<file path="config.mk">
export PLATFORM = sky130hd
export DESIGN_NAME = demux_1ton_buf
export DESIGN_NICKNAME = d
export VERILOG_FILES = /design/src/rtl/demux_1ton_buf.sv
export SDC_FILE = /design/constraint.sdc
export NUM_CORES = 1
export LEC_CHECK = 0
export ABC_CLOCK_PERIOD_IN_PS = 1850
export BUFFER_PORTS_ARGS = -buffer_cell sky130_fd_sc_hd__buf_4
export CAP_MARGIN = 40
export CELL_PAD_IN_SITES_DETAIL_PLACEMENT = 1
export CELL_PAD_IN_SITES_GLOBAL_PLACEMENT = 1
export CORE_MARGIN = 10
export CORE_UTILIZATION = 35
export CTS_CLUSTER_SIZE = 12
export DETAILED_ROUTE_END_ITERATION = 16
export GPL_ROUTABILITY_DRIVEN = 0
export GPL_TIMING_DRIVEN = 0
export HOLD_SLACK_MARGIN = 0.1
export PLACE_DENSITY_LB_ADDON = 0.1
export SLEW_MARGIN = 20
export SYNTH_ARGS = -nofsm -noshare
export SYNTH_HDL_FRONTEND = slang
export SYNTH_SLANG_ARGS = --single-unit
export TNS_END_PERCENT = 50
</file>
<file path="constraint.sdc">
create_clock -name clk -period 1.85 [get_ports clk]
set_input_delay 0.0925 -clock clk [delete_from_list [all_inputs] [get_ports clk]]
set_output_delay 0.0925 -clock clk [all_outputs]
set_load 0.01 [all_outputs]
</file>
<file path="src/rtl/demux_1ton_buf.sv">
// demux_1ton_buf: registered 1-to-NCH demux with a one-entry valid/ready buffer per channel.
// Optional broadcast to every channel is enabled by defining DEMUX_BCAST_EN.
module demux_1ton_buf #(
    parameter int WIDTH = 16,
    parameter int NCH   = 16,
    parameter int SELW  = 4
) (
    input  logic               clk,
    input  logic               rst,
`ifdef DEMUX_BCAST_EN
    input  logic               bcast,
`endif
    input  logic [WIDTH-1:0]   in_data,
    input  logic [SELW-1:0]    in_sel,
    input  logic               in_valid,
    output logic               in_ready,
    output logic [NCH*WIDTH-1:0] out_data,
    output logic [NCH-1:0]     out_valid,
    input  logic [NCH-1:0]     out_ready,
    output logic [7:0]         drop_cnt
);
    localparam int NSEL = 2**SELW;
    logic [NCH-1:0]   valid_q, valid_d, free, ld;
    logic [WIDTH-1:0] data_q [NCH];
    logic [WIDTH-1:0] data_d [NCH];
    logic [7:0]       drop_q, drop_d;
    logic [NSEL-1:0]  free_x, hot_x;
    logic             sel_ok, acc, drop;
    assign free   = ~valid_q | out_ready;
    assign free_x = NSEL'(free);
    assign hot_x  = NSEL'(1) << in_sel;
    assign sel_ok = {1'b0, in_sel} < (SELW+1)'(NCH);
    assign acc    = in_valid && in_ready;
`ifdef DEMUX_BCAST_EN
    assign in_ready = bcast ? &free : (!sel_ok || free_x[in_sel]);
    assign ld       = !acc ? '0 : bcast ? '1 : hot_x[NCH-1:0];
    assign drop     = acc && !bcast && !sel_ok;
`else
    assign in_ready = !sel_ok || free_x[in_sel];
    assign ld       = acc ? hot_x[NCH-1:0] : '0;
    assign drop     = acc && !sel_ok;
`endif
    // A load wins over a drain, so drain+refill keeps the channel valid.
    always_comb begin
        valid_d = ld | (valid_q & ~out_ready);
        drop_d  = (drop && drop_q != 8'hFF) ? drop_q + 8'd1 : drop_q;
        for (int k = 0; k < NCH; k++) data_d[k] = ld[k] ? in_data : data_q[k];
    end
    always_ff @(posedge clk) begin
        if (rst) begin
            valid_q <= '0;
            drop_q  <= '0;
            data_q  <= '{default: '0};
        end else begin
            valid_q <= valid_d;
            drop_q  <= drop_d;
            data_q  <= data_d;
        end
    end
    for (genvar g = 0; g < NCH; g++) begin : g_out
        assign out_data[g*WIDTH +: WIDTH] = data_q[g];
    end
    assign out_valid = valid_q;
    assign drop_cnt  = drop_q;
endmodule

</file>
---- Yosys cells after proc, flatten, opt, wreduce, memory -nomap -nowiden ----
Cells that the tools add are included.
storage, ports and cells
  RAM bits ................................ 0
  latch bits .............................. 0
  memory bits (read-only) ................. 0
  bits in registers ....................... 272
  output and inout bits ................... 281
  word-level logic and storage cells ...... 28
  memories kept ........................... 0
  input port bits ......................... 39
cells by class
  shifts and indexed selects .............. 1
  $mul .................................... 0
  order comparisons ....................... 1
  muxes and demuxes ....................... 3
  reductions and logical operators ........ 1
  div/mod/pow operators ................... 0
  bitwise logic cells ..................... 5
  add/sub/neg operators ................... 0
  equal/unequal tests ..................... 0
operator list
  operator                                                              number
  16-bit inverter                                                       2
  16-bit bitwise OR                                                     2
  16-bit AND                                                            1
  16-bit 2-to-1 mux                                                     1
  1-bit by 4-bit << shifter with 16-bit output, first input constant    1
  4-bit by 5-bit < comparator with 1-bit output, second input constant  1
  1-bit binary-select mux with 4-bit select                             1
  1-bit logical AND                                                     1
  1-bit 2-to-1 mux                                                      1

---- Depth between registers and ports, before layout ----
Gate-level depths: netlist of run 1.
  word-level depth ........................ 7
  depth in mapped cells ................... 8
  gate-level depth less buffers ........... 4

---- Worst setup path after synthesis of run 1 ----
Ideal clock, no wire load.
  kind .................................... flip-flop to output port
  start ................................... register valid_q[6], in the netlist out_valid[6]
  end ..................................... output in_ready
  required time ........................... 1.757 ns
  buffers on the path ..................... 0
  cell stages (with the launch flop) ...... 5
  arrival time ............................ 1.298 ns
  path slack .............................. 0.459 ns
  cell sequence ........................... dfxtp_1 -> nand2b_1 -> mux4_2 -> a221oi_1 -> a21oi_1
on the way
  word-level cells in the longest chain between the ends .. 4
ends and longest elaborated chain
  element                                    line  RTL
  start: declaration                         23    logic [NCH-1:0] valid_q, valid_d, free, ld;
  start signal: assignment                   55    valid_q <= valid_d;
  16-bit inverter                            29    assign free = ~valid_q | out_ready;
  16-bit bitwise OR                          29
  1-bit binary-select mux with 4-bit select  39    assign in_ready = !sel_ok || free_x[in_sel];
  1-bit 2-to-1 mux (not written as such)     39
  end: declaration                           16    output logic in_ready,
No other way between the ends. The select of a mux whose other input is x is not followed.

---- Worst setup path after layout of run 1 ----
  start ................................... register valid_q[7], in the netlist out_valid[7]
  end ..................................... output in_ready
Same word-level chain as after synthesis.

==> reports/qor.yml, run 1 <==
status:
  status: "finished with violations"
  violations: "negative setup slack"
power_and_ir_drop:
  p_total_mw: 12.3
  powerDensity_mw_per_mm2: 865
  irDropWorstVdd_v: 0.000529
  p_leak_nw: 6.52
logic_synthesis:
  ys_ff_latch: 272
  synthXorXnorAreaFrac: 0
  synthTopCellsByArea: "dfxtp_1, mux2i_1, nor2_1"
  yosys.area_share.simple: 0.153
  synth_adder_area_share: 0
  synth_cell_types: 36
  synth_edf_count: 0
  synth_most_common_cell: "dfxtp_1"
  async_flop_share: 0
  yosys_most_used_dff: "dfxtp_1"
  synthMuxAreaShare: 0.211
  synth_common_cells: "dfxtp_1, nor2_1, mux2i_1, nand2_1, a21oi_1"
  syn_inst: 1012
  synth_top_area_frac: 0.540
  synth_top_family_by_area: "multiplexers"
  yosys_warnings: 0
  avgSynthCellArea_um2: 9.96
  ys_seq_area_frac: 0.540
  synth_compound_area_frac: 0.0349
  synth_top_cell_by_area: "dfxtp_1"
  syn_area_mm2: 0.0101
global_route:
  grt_pass1_vias: 8810
  grt_pass1_wl_um: 57600
  antenna_found_initial: 0
  grt-ovfl-total: 0
  track_usage: 0.207
  grt_max_degree: 14
clock_network:
  path_clk_slew_ns: 0.07
  htree_num_levels: 1
  clk_latency_ns: 0.54
  cts_root_buffer: "clkbuf_16"
  cts-buffers-inserted: 29
  cts.path.max_buffers: 3
  clock-sinks: 272
  cts_tree: "built"
sta:
  fmax_mhz: 493
  slew_headroom: 0.449
  setup_violations: 1
  worst_pin_slew_ns: 0.827
  finalCriticalPeriod_ns: 2.03
  slew_viol_final: 0
  finalCritPeriodShare: 1.10
  fin_skew_ns: 0.0103
  rsz0062_at_grt: "true"
  layout_setup_ws_ns: -0.179
  finalHoldViolCount: 0
drt:
  vias: 8414
  remaining_drc_errors: 0
  ant_nets: 0
  wl_per_cell_um: 21.7
  finalWirelength_um: 38900
  first_pass_iters: 4
  dr.first_iter.drc_count: 333
  avgViaCountPerCell: 4.69
critical_path:
  critical_path_peak_fanout: 2
  critPathKind: "reg2out"
  rrSetupSlack_ns: 0.29
  cp-start-kind: "flop"
  end_kind: "output port"
  cp_data_required_time_ns: 1.76
  critPathArrivalTime_ns: 1.94
floorplan:
  die-area_mm2: 0.0360
  start_util: 0.353
  ios: 320
  coreArea_mm2: 0.0285
  die_w_um: 190
  die_y_um: 190
  rows: 62
placed_design:
  preCtsSetupSlack_ns: -0.0376
  place_hpwl_um: 29300
  io_buffer_count: 308
  placed_cell_area_mm2: 0.0129
run:
  maxCapViolCount: 0
layout:
  fin_area_mm2: 0.0142
  area_growth_pct: 40.8
  n_antenna_cell: 0
  fin_util: 0.497
  nets: 1437
  final_layout_size_suffix_gt1_frac: 0.296
min_path:
  hold_path.class: "in2reg"
path summary, 6_finish.rpt:
path                 startpoint            end  cells past startpoint
setup / recovery   out_valid[7]       in_ready                      5
hold / removal    out_ready[14]  out_data[228]                      5
setup reg to reg  out_valid[10]  out_data[166]                      6
hold reg to reg   out_data[231]  out_data[231]                      2
power breakdown:
part	switching [mW]	internal [mW]
clock network	2.28	3.14
logic	0.527	0.353
registers	0.0439	5.93
per-stage QoR:
step	std cells	TNS, ns	hold WS, ns
2_1_floorplan	1019	0	0.240
3_3_place_gp	1711	-0.593	0.400
3_5_place_dp	1714	-0.687	0.408
4_1_cts	1795	-0.204	0.115
5_1_grt	1795	-0.244	0.167
6_report	1795	-0.179	0.124
placed cells by master, fill, tap and decap left out, types with 16 or more instances in the layout:
| cell | netlist | routed |
|---|---|---|
| a21oi_1 | 63 | 63 |
| buf_4 | 21 | 333 |
| nor2_1 | 216 | 216 |
| mux2i_1 | 208 | 208 |
| dfxtp_1 | 272 | 267 |
| clkbuf_16 | 0 | 29 |
| buf_6 | 13 | 16 |
| dlygate4sd3_1 | 0 | 33 |
| clkbuf_1 | 46 | 51 |
| nand2_1 | 97 | 97 |
flip-flops by register name (all words and copies together) (netlist names):
register,cells
out_data,256
out_valid,16
logic make-up after synthesis:
| family | after synthesis |
|---|---|
| AOI/OAI and AO/OA | 68 |
| other | 1 |
| and+or+nand+nor | 362 |
| DFF | 272 |
| buffers and inverters | 99 |
| muxes | 210 |
what timing repair did:
action                                  in CTS  in global routing
pin swaps                                    1                  0
hold buffers                                33                  0
setup buffers                                4                  0
resized for setup                            9                  0
hold endpoints to repair                   119                  0
endpoints found under the setup margin       1                  1
metal layers:
metal / vias up / track usage / part of all wire
li1: 4071 / - / -
met2: 224 / 0.350 / 0.48
met1: 4076 / 0.257 / 0.43
met4: 0 / 0.0424 / 0.018
met5: - / 0 / 0
met3: 43 / 0.0615 / 0.079
cell type report:
cell class	count	area [µm²]
clock inverters	2	10.0
repair buffers	348	2710
fillers	3301	14400
multi-input cells	648	4080
well taps	384	480
plain buffers	94	589
clock buffers	42	855
flip-flops and latches	272	5450
inverters	5	18.8
worst max-delay path: stages, from the launching register on:
cell and delay (ns):
dfxtp_2 0.32, nand2b_1 0.09, mux4_2 0.50, a221oi_2 0.25, a21oi_1 0.08, buf_4 0.16
No activity file was read; power rests on OpenSTA's default activity.
==> run 2: changes to the inputs <==
--- a/config.mk
+++ b/config.mk
@@ -5,7 +5,7 @@
 export SDC_FILE = /design/constraint.sdc
 export NUM_CORES = 1
 export LEC_CHECK = 0
-export ABC_CLOCK_PERIOD_IN_PS = 1850
+export ABC_CLOCK_PERIOD_IN_PS = 1900
 export BUFFER_PORTS_ARGS = -buffer_cell sky130_fd_sc_hd__buf_4
 export CAP_MARGIN = 40
 export CELL_PAD_IN_SITES_DETAIL_PLACEMENT = 1
==> constraint.sdc (replaced) <==
create_clock -name clk -period 1.9 [get_ports clk]
set_input_delay 0.095 -clock clk [delete_from_list [all_inputs] [get_ports clk]]
set_output_delay 0.095 -clock clk [all_outputs]
set_load 0.01 [all_outputs]
==> reports/qor.yml, run 2 (synthesis gave the netlist of run 1 again) <==
critical_path:
  slowest_delay_ns: 0.50  # about the same
  cp-start-kind: "flop"
  critical_path_peak_fanout: 2  # unchanged
  ff2ff_path_depth: 6  # unchanged
  critPathKind: "reg2out"
  crit_chain: "nand2b_1 -> mux4_2 -> a221oi_2 -> a21oi_1 -> buf_4"
  end_kind: "output port"
  cp_data_required_time_ns: 1.80  # +0.04 ns
  cpMaxStageDelayCell: "mux4_2"
  critPathArrivalTime_ns: 1.95  # about the same
layout:
  largest_reg_flops: 256  # unchanged
  nets: 1437  # unchanged
  final_cell_mix: "buf_4, dfxtp_1, nor2_1"
  area_growth_pct: 40.8  # unchanged
  nFillCells: 3299  # -0.061%
  final_common_cell: "buf_4"
  final_layout_size_suffix_gt1_frac: 0.296  # unchanged
  fin_area_mm2: 0.0142  # unchanged
  n_antenna_cell: 0  # unchanged
  finalNonFillerCells: 1795  # unchanged
floorplan:
  ios: 320  # unchanged
  die_w_um: 190  # unchanged
  die-area_mm2: 0.0360  # unchanged
  coreArea_mm2: 0.0285  # unchanged
  rows: 62  # unchanged
  start_util: 0.353  # unchanged
  die_y_um: 190  # unchanged
drt:
  vias: 8407  # -0.083%
  finalWirelength_um: 38800  # about the same
  ant_nets: 0  # unchanged
  first_pass_iters: 5  # +1
  remaining_drc_errors: 0  # unchanged
  wl_per_cell_um: 21.6  # about the same
  dr.first_iter.drc_count: 325  # -2.4%
  avgViaCountPerCell: 4.68  # about the same
sta:
  layout_setup_ws_ns: -0.145  # +0.0339 ns
  setup_violations: 1  # unchanged
  worst_pin_slew_ns: 0.824  # -0.00287 ns
  slew_headroom: 0.451  # +0.00191
  finalCritPeriodShare: 1.08
  finalCriticalPeriod_ns: 2.05
  rsz0062_at_grt: "true"
  slew_viol_final: 0  # unchanged
  fmax_mhz: 489
  finalHoldViolCount: 0  # unchanged
  holdWs_ns: 0.152  # +0.0283 ns
  fin_skew_ns: 0.00894  # -0.00139 ns
placed_design:
  place_hpwl_um: 29300  # unchanged
  placed_cell_area_mm2: 0.0129  # unchanged
  preCtsSetupSlack_ns: 0.00986  # +0.0475 ns
  dpl.cell_count: 1714  # unchanged
  io_buffer_count: 308  # unchanged
global_route:
  grt-ovfl-total: 0  # unchanged
  grt_pass1_wl_um: 57600  # about the same
  grt_use_met3: 0.0610  # -0.000549
  grt_pass1_vias: 8810  # unchanged
  grt_util_met1: 0.257  # +0.000336
  track_usage: 0.207  # about the same
  busiest_layer: "met2"
  grtUsageMet2: 0.350  # about the same
  grt_max_degree: 14  # unchanged
  antenna_found_initial: 0  # unchanged
clock_network:
  cts_root_buffer: "clkbuf_16"
  htree_num_levels: 1  # unchanged
  cts.path.max_buffers: 3  # unchanged
  clock-sinks: 272  # unchanged
  clk_latency_ns: 0.54  # about the same
  path_clk_slew_ns: 0.07  # about the same
  cts_tree: "built"
  cts-buffers-inserted: 29  # unchanged
min_path:
  hold_path.class: "in2reg"
  min_path_cells: 5  # unchanged
power_and_ir_drop:
  irDropWorstVdd_v: 0.000515  # -2.6%
  powerDensity_mw_per_mm2: 842  # -2.6%
  p_leak_nw: 6.53  # about the same
  p_total_mw: 11.9  # -2.6%
status:
  violations: "negative setup slack"
  status: "finished with violations"
run:
  maxCapViolCount: 0  # unchanged
run 2: final cells by class:
cell class / count / area (µm²) / share of cell area
plain buffers: 94 / 589 / 0.0415
clock buffers: 42 / 855 / 0.0602
clock inverters: 2 / 10.0 / 0.000705
inverters: 5 / 18.8 / 0.00132
multi-input cells: 648 / 4080 / 0.287
flip-flops and latches: 272 / 5450 / 0.384
well taps: 384 / 480 / 0.0339
repair buffers: 348 / 2710 / 0.191
run 2: what timing repair did:
action	in CTS	in global routing
setup buffers	4	0
hold buffers	33	0
pin swaps	1	0
resized for setup	9	0
gates cloned	0	0
endpoints found under the hold margin	119	0
endpoints found under the setup margin	1	1
run 2: layer usage:
layer / share of wire / vias up
li1: - / 4074
met3: 0.079 / 41
met2: 0.48 / 228
met5: 0 / -
met1: 0.43 / 4064
met4: 0.018 / 0
run 2: worst paths after layout:
kind	start	to	slack, ns
min reg2reg	out_data[231]	out_data[231]	0.46
max reg2reg	out_valid[10]	out_data[166]	0.34
min	out_ready[6]	out_data[111]	0.15
max	out_valid[7]	in_ready	-0.15
run 2: critical path, delay by kind of cell (launching register included):
kind,cells,cell delay (ns)
flip-flops,1,0.32
buffers and inverters,1,0.16
AO/OA/AOI/OAI,2,0.34
AND/OR/NAND/NOR,1,0.09
multiplexers,1,0.50
run 2: through the flow:
| step | TNS [ns] | utilization |
|---|---|---|
| 4_1_cts | -0.157 | 0.497 |
| 6_report | -0.145 | 0.497 |
| 2_1_floorplan | 0 | - |
| 5_1_grt | -0.197 | 0.497 |
| 3_3_place_gp | 0 | 0.452 |
| 3_5_place_dp | 0 | 0.453 |
run 2: where the power goes:
group          total (mW)  internal (mW)  switching [mW]
Combinational       0.859          0.344           0.514
Clock                5.27           3.05            2.21
Sequential           5.82           5.78          0.0428
==> run 3: changes to the inputs <==
--- a/config.mk
+++ b/config.mk
@@ -9,9 +9,9 @@
 export BUFFER_PORTS_ARGS = -buffer_cell sky130_fd_sc_hd__buf_4
 export CAP_MARGIN = 40
 export CELL_PAD_IN_SITES_DETAIL_PLACEMENT = 1
-export CELL_PAD_IN_SITES_GLOBAL_PLACEMENT = 1
+export CELL_PAD_IN_SITES_GLOBAL_PLACEMENT = 2
 export CORE_MARGIN = 10
-export CORE_UTILIZATION = 35
+export CORE_UTILIZATION = 30
 export CTS_CLUSTER_SIZE = 12
 export DETAILED_ROUTE_END_ITERATION = 16
 export GPL_ROUTABILITY_DRIVEN = 0
==> reports/qor.yml, run 3 (synthesis gave the netlist of run 1 again) <==
drt:
  dr.first_iter.drc_count: 236  # -27%
  first_pass_iters: 4  # -1
  remaining_drc_errors: 0  # unchanged
  finalWirelength_um: 41900  # +7.8%
  vias: 8531  # +1.5%
  wl_per_cell_um: 22.2  # +2.5%
  ant_nets: 0  # unchanged
  avgViaCountPerCell: 4.52  # -3.5%
floorplan:
  start_util: 0.302  # -0.0510
  ios: 320  # unchanged
  die_y_um: 203  # +7.2%
  die_w_um: 203  # +7.2%
  die-area_mm2: 0.0413  # +15%
  coreArea_mm2: 0.0334  # +17%
  rows: 67  # +8.1%
global_route:
  grt_max_degree: 16  # +2
  busiest_layer: "met2"
  grt_util_met1: 0.236  # -0.0207
  antenna_found_initial: 0  # unchanged
  grtUsageMet2: 0.328  # -0.0224
  grt_pass1_wl_um: 60500  # +5.1%
  grt_use_met3: 0.0601  # -0.000837
  track_usage: 0.193  # -0.0146
  grt-ovfl-total: 0  # unchanged
  grt_pass1_vias: 9002  # +2.2%
critical_path:
  end_kind: "output port"
  rrSetupSlack_ns: 0.08  # -0.26 ns
  cp_data_required_time_ns: 1.80  # about the same
  critPathKind: "reg2out"
  cp-start-kind: "flop"
  crit_start: "out_valid[6]"
  crit_end: "in_ready"
  critPathArrivalTime_ns: 2.01  # +0.06 ns
  r2r_start: "out_valid[4]"
  ff2ff_path_depth: 11  # +5
  r2r-end: "out_data[77]"
  critical_path_peak_fanout: 2  # unchanged
clock_network:
  cts_root_buffer: "clkbuf_16"
  cts.path.max_buffers: 3  # unchanged
  cts-buffers-inserted: 31  # +6.9%
  cts_tree: "built"
  htree_num_levels: 1  # unchanged
  clock-sinks: 272  # unchanged
  clk_latency_ns: 0.56  # +0.02 ns
  path_clk_slew_ns: 0.06  # about the same
sta:
  holdWs_ns: 0.124  # -0.0287 ns
  fmax_mhz: 474  # -3.0%
  finalCritPeriodShare: 1.11  # +0.0335
  fin_skew_ns: 0.0105  # +0.00160 ns
  tns_ns: -0.209  # -0.0636 ns
  slew_viol_final: 0  # unchanged
  finalCriticalPeriod_ns: 2.11  # +0.0636 ns
  slew_headroom: 0.463  # +0.0125
  finalHoldViolCount: 0  # unchanged
  rsz0062_at_grt: "true"
  worst_pin_slew_ns: 0.805  # -0.0188 ns
  setup_violations: 1  # unchanged
  layout_setup_ws_ns: -0.209  # -0.0636 ns
layout:
  area_growth_pct: 44.7
  final_cell_mix: "buf_4, dfxtp_1, nor2_1"
  final_layout_size_suffix_gt1_frac: 0.313  # +0.0165
  nFillCells: 3872  # +17%
  nets: 1454  # +1.2%
  final_common_cell: "buf_4"
  largest_reg_flops: 256  # unchanged
  n_antenna_cell: 0  # unchanged
power_and_ir_drop:
  p_total_mw: 12.6  # +5.5%
  p_leak_nw: 6.69  # +2.5%
  irDropWorstVdd_v: 0.000602  # +17%
  powerDensity_mw_per_mm2: 865  # +2.7%
run:
  maxCapViolCount: 0  # unchanged
placed_design:
  io_buffer_count: 308  # unchanged
  place_hpwl_um: 31400  # +7.2%
status:
  status: "finished with violations"
  violations: "negative setup slack"
min_path:
  hold_path.class: "in2reg"
[run 3: area by class of cell]
type                    count  area [µm²]  area share
clock buffers              51         971      0.0666
plain buffers              94         606      0.0415
flip-flops and latches    272        5450       0.374
well taps                 448         561      0.0384
multi-input cells         648        4110       0.282
repair buffers            363        2820       0.194
inverters                   5        18.8     0.00129
clock inverters             6        36.3     0.00249
[run 3: worst min path at each step]
| stage | start | to | cells after the start |
|---|---|---|---|
| CTS | out_ready[14] | out_data[225] | 5 |
| floorplan | in_data[6] | out_data[166] | 2 |
| finish | out_ready[14] | out_data[225] | 5 |
| global route | out_ready[14] | out_data[239] | 5 |
| global placement | in_data[15] | out_data[95] | 3 |
| detailed placement | out_ready[11] | out_valid[11] | 4 |
[run 3: power breakdown]
| part | leakage [nW] | switching [mW] | internal [mW] | total, mW |
|---|---|---|---|---|
| Sequential | 2.20 | 0.0429 | 5.78 | 5.82 |
| Clock | 0.498 | 2.44 | 3.46 | 5.89 |
| Combinational | 3.99 | 0.536 | 0.356 | 0.891 |
| Total | 6.69 | 3.02 | 9.59 | 12.6 |
[run 3: timing repair]
action,4_1_cts,5_1_grt
pin swaps,1,1
setup buffers,10,8
gates cloned,0,0
hold buffers,32,0
resized for setup,14,5
endpoints found under the setup margin,1,10
endpoints found under the hold margin,118,0
[run 3: critical path, cell delays in order, from the launching register on]
cell and delay [ns]:
dfxtp_2 0.36, nand2b_4 0.07, mux4_2 0.49, a221oi_2 0.31, a21oi_2 0.06, buf_4 0.15
[run 3: stage by stage]
step	cells	setup WS [ns]	utilization	area, µm²
floorplan	1019	0.507	-	10100
finish	1887	-0.209	0.437	14600
CTS	1879	-0.199	0.434	14500
detailed placement	1780	-0.0577	0.391	13000
global route	1887	-0.254	0.437	14600
global placement	1775	-0.0474	0.389	13000
[run 3: layer usage]
| metal | share of wire | vias up |
|---|---|---|
| li1 | - | 4131 |
| met1 | 0.43 | 4175 |
| met2 | 0.48 | 191 |
| met3 | 0.075 | 34 |
| met4 | 0.013 | 0 |
| met5 | 0 | - |
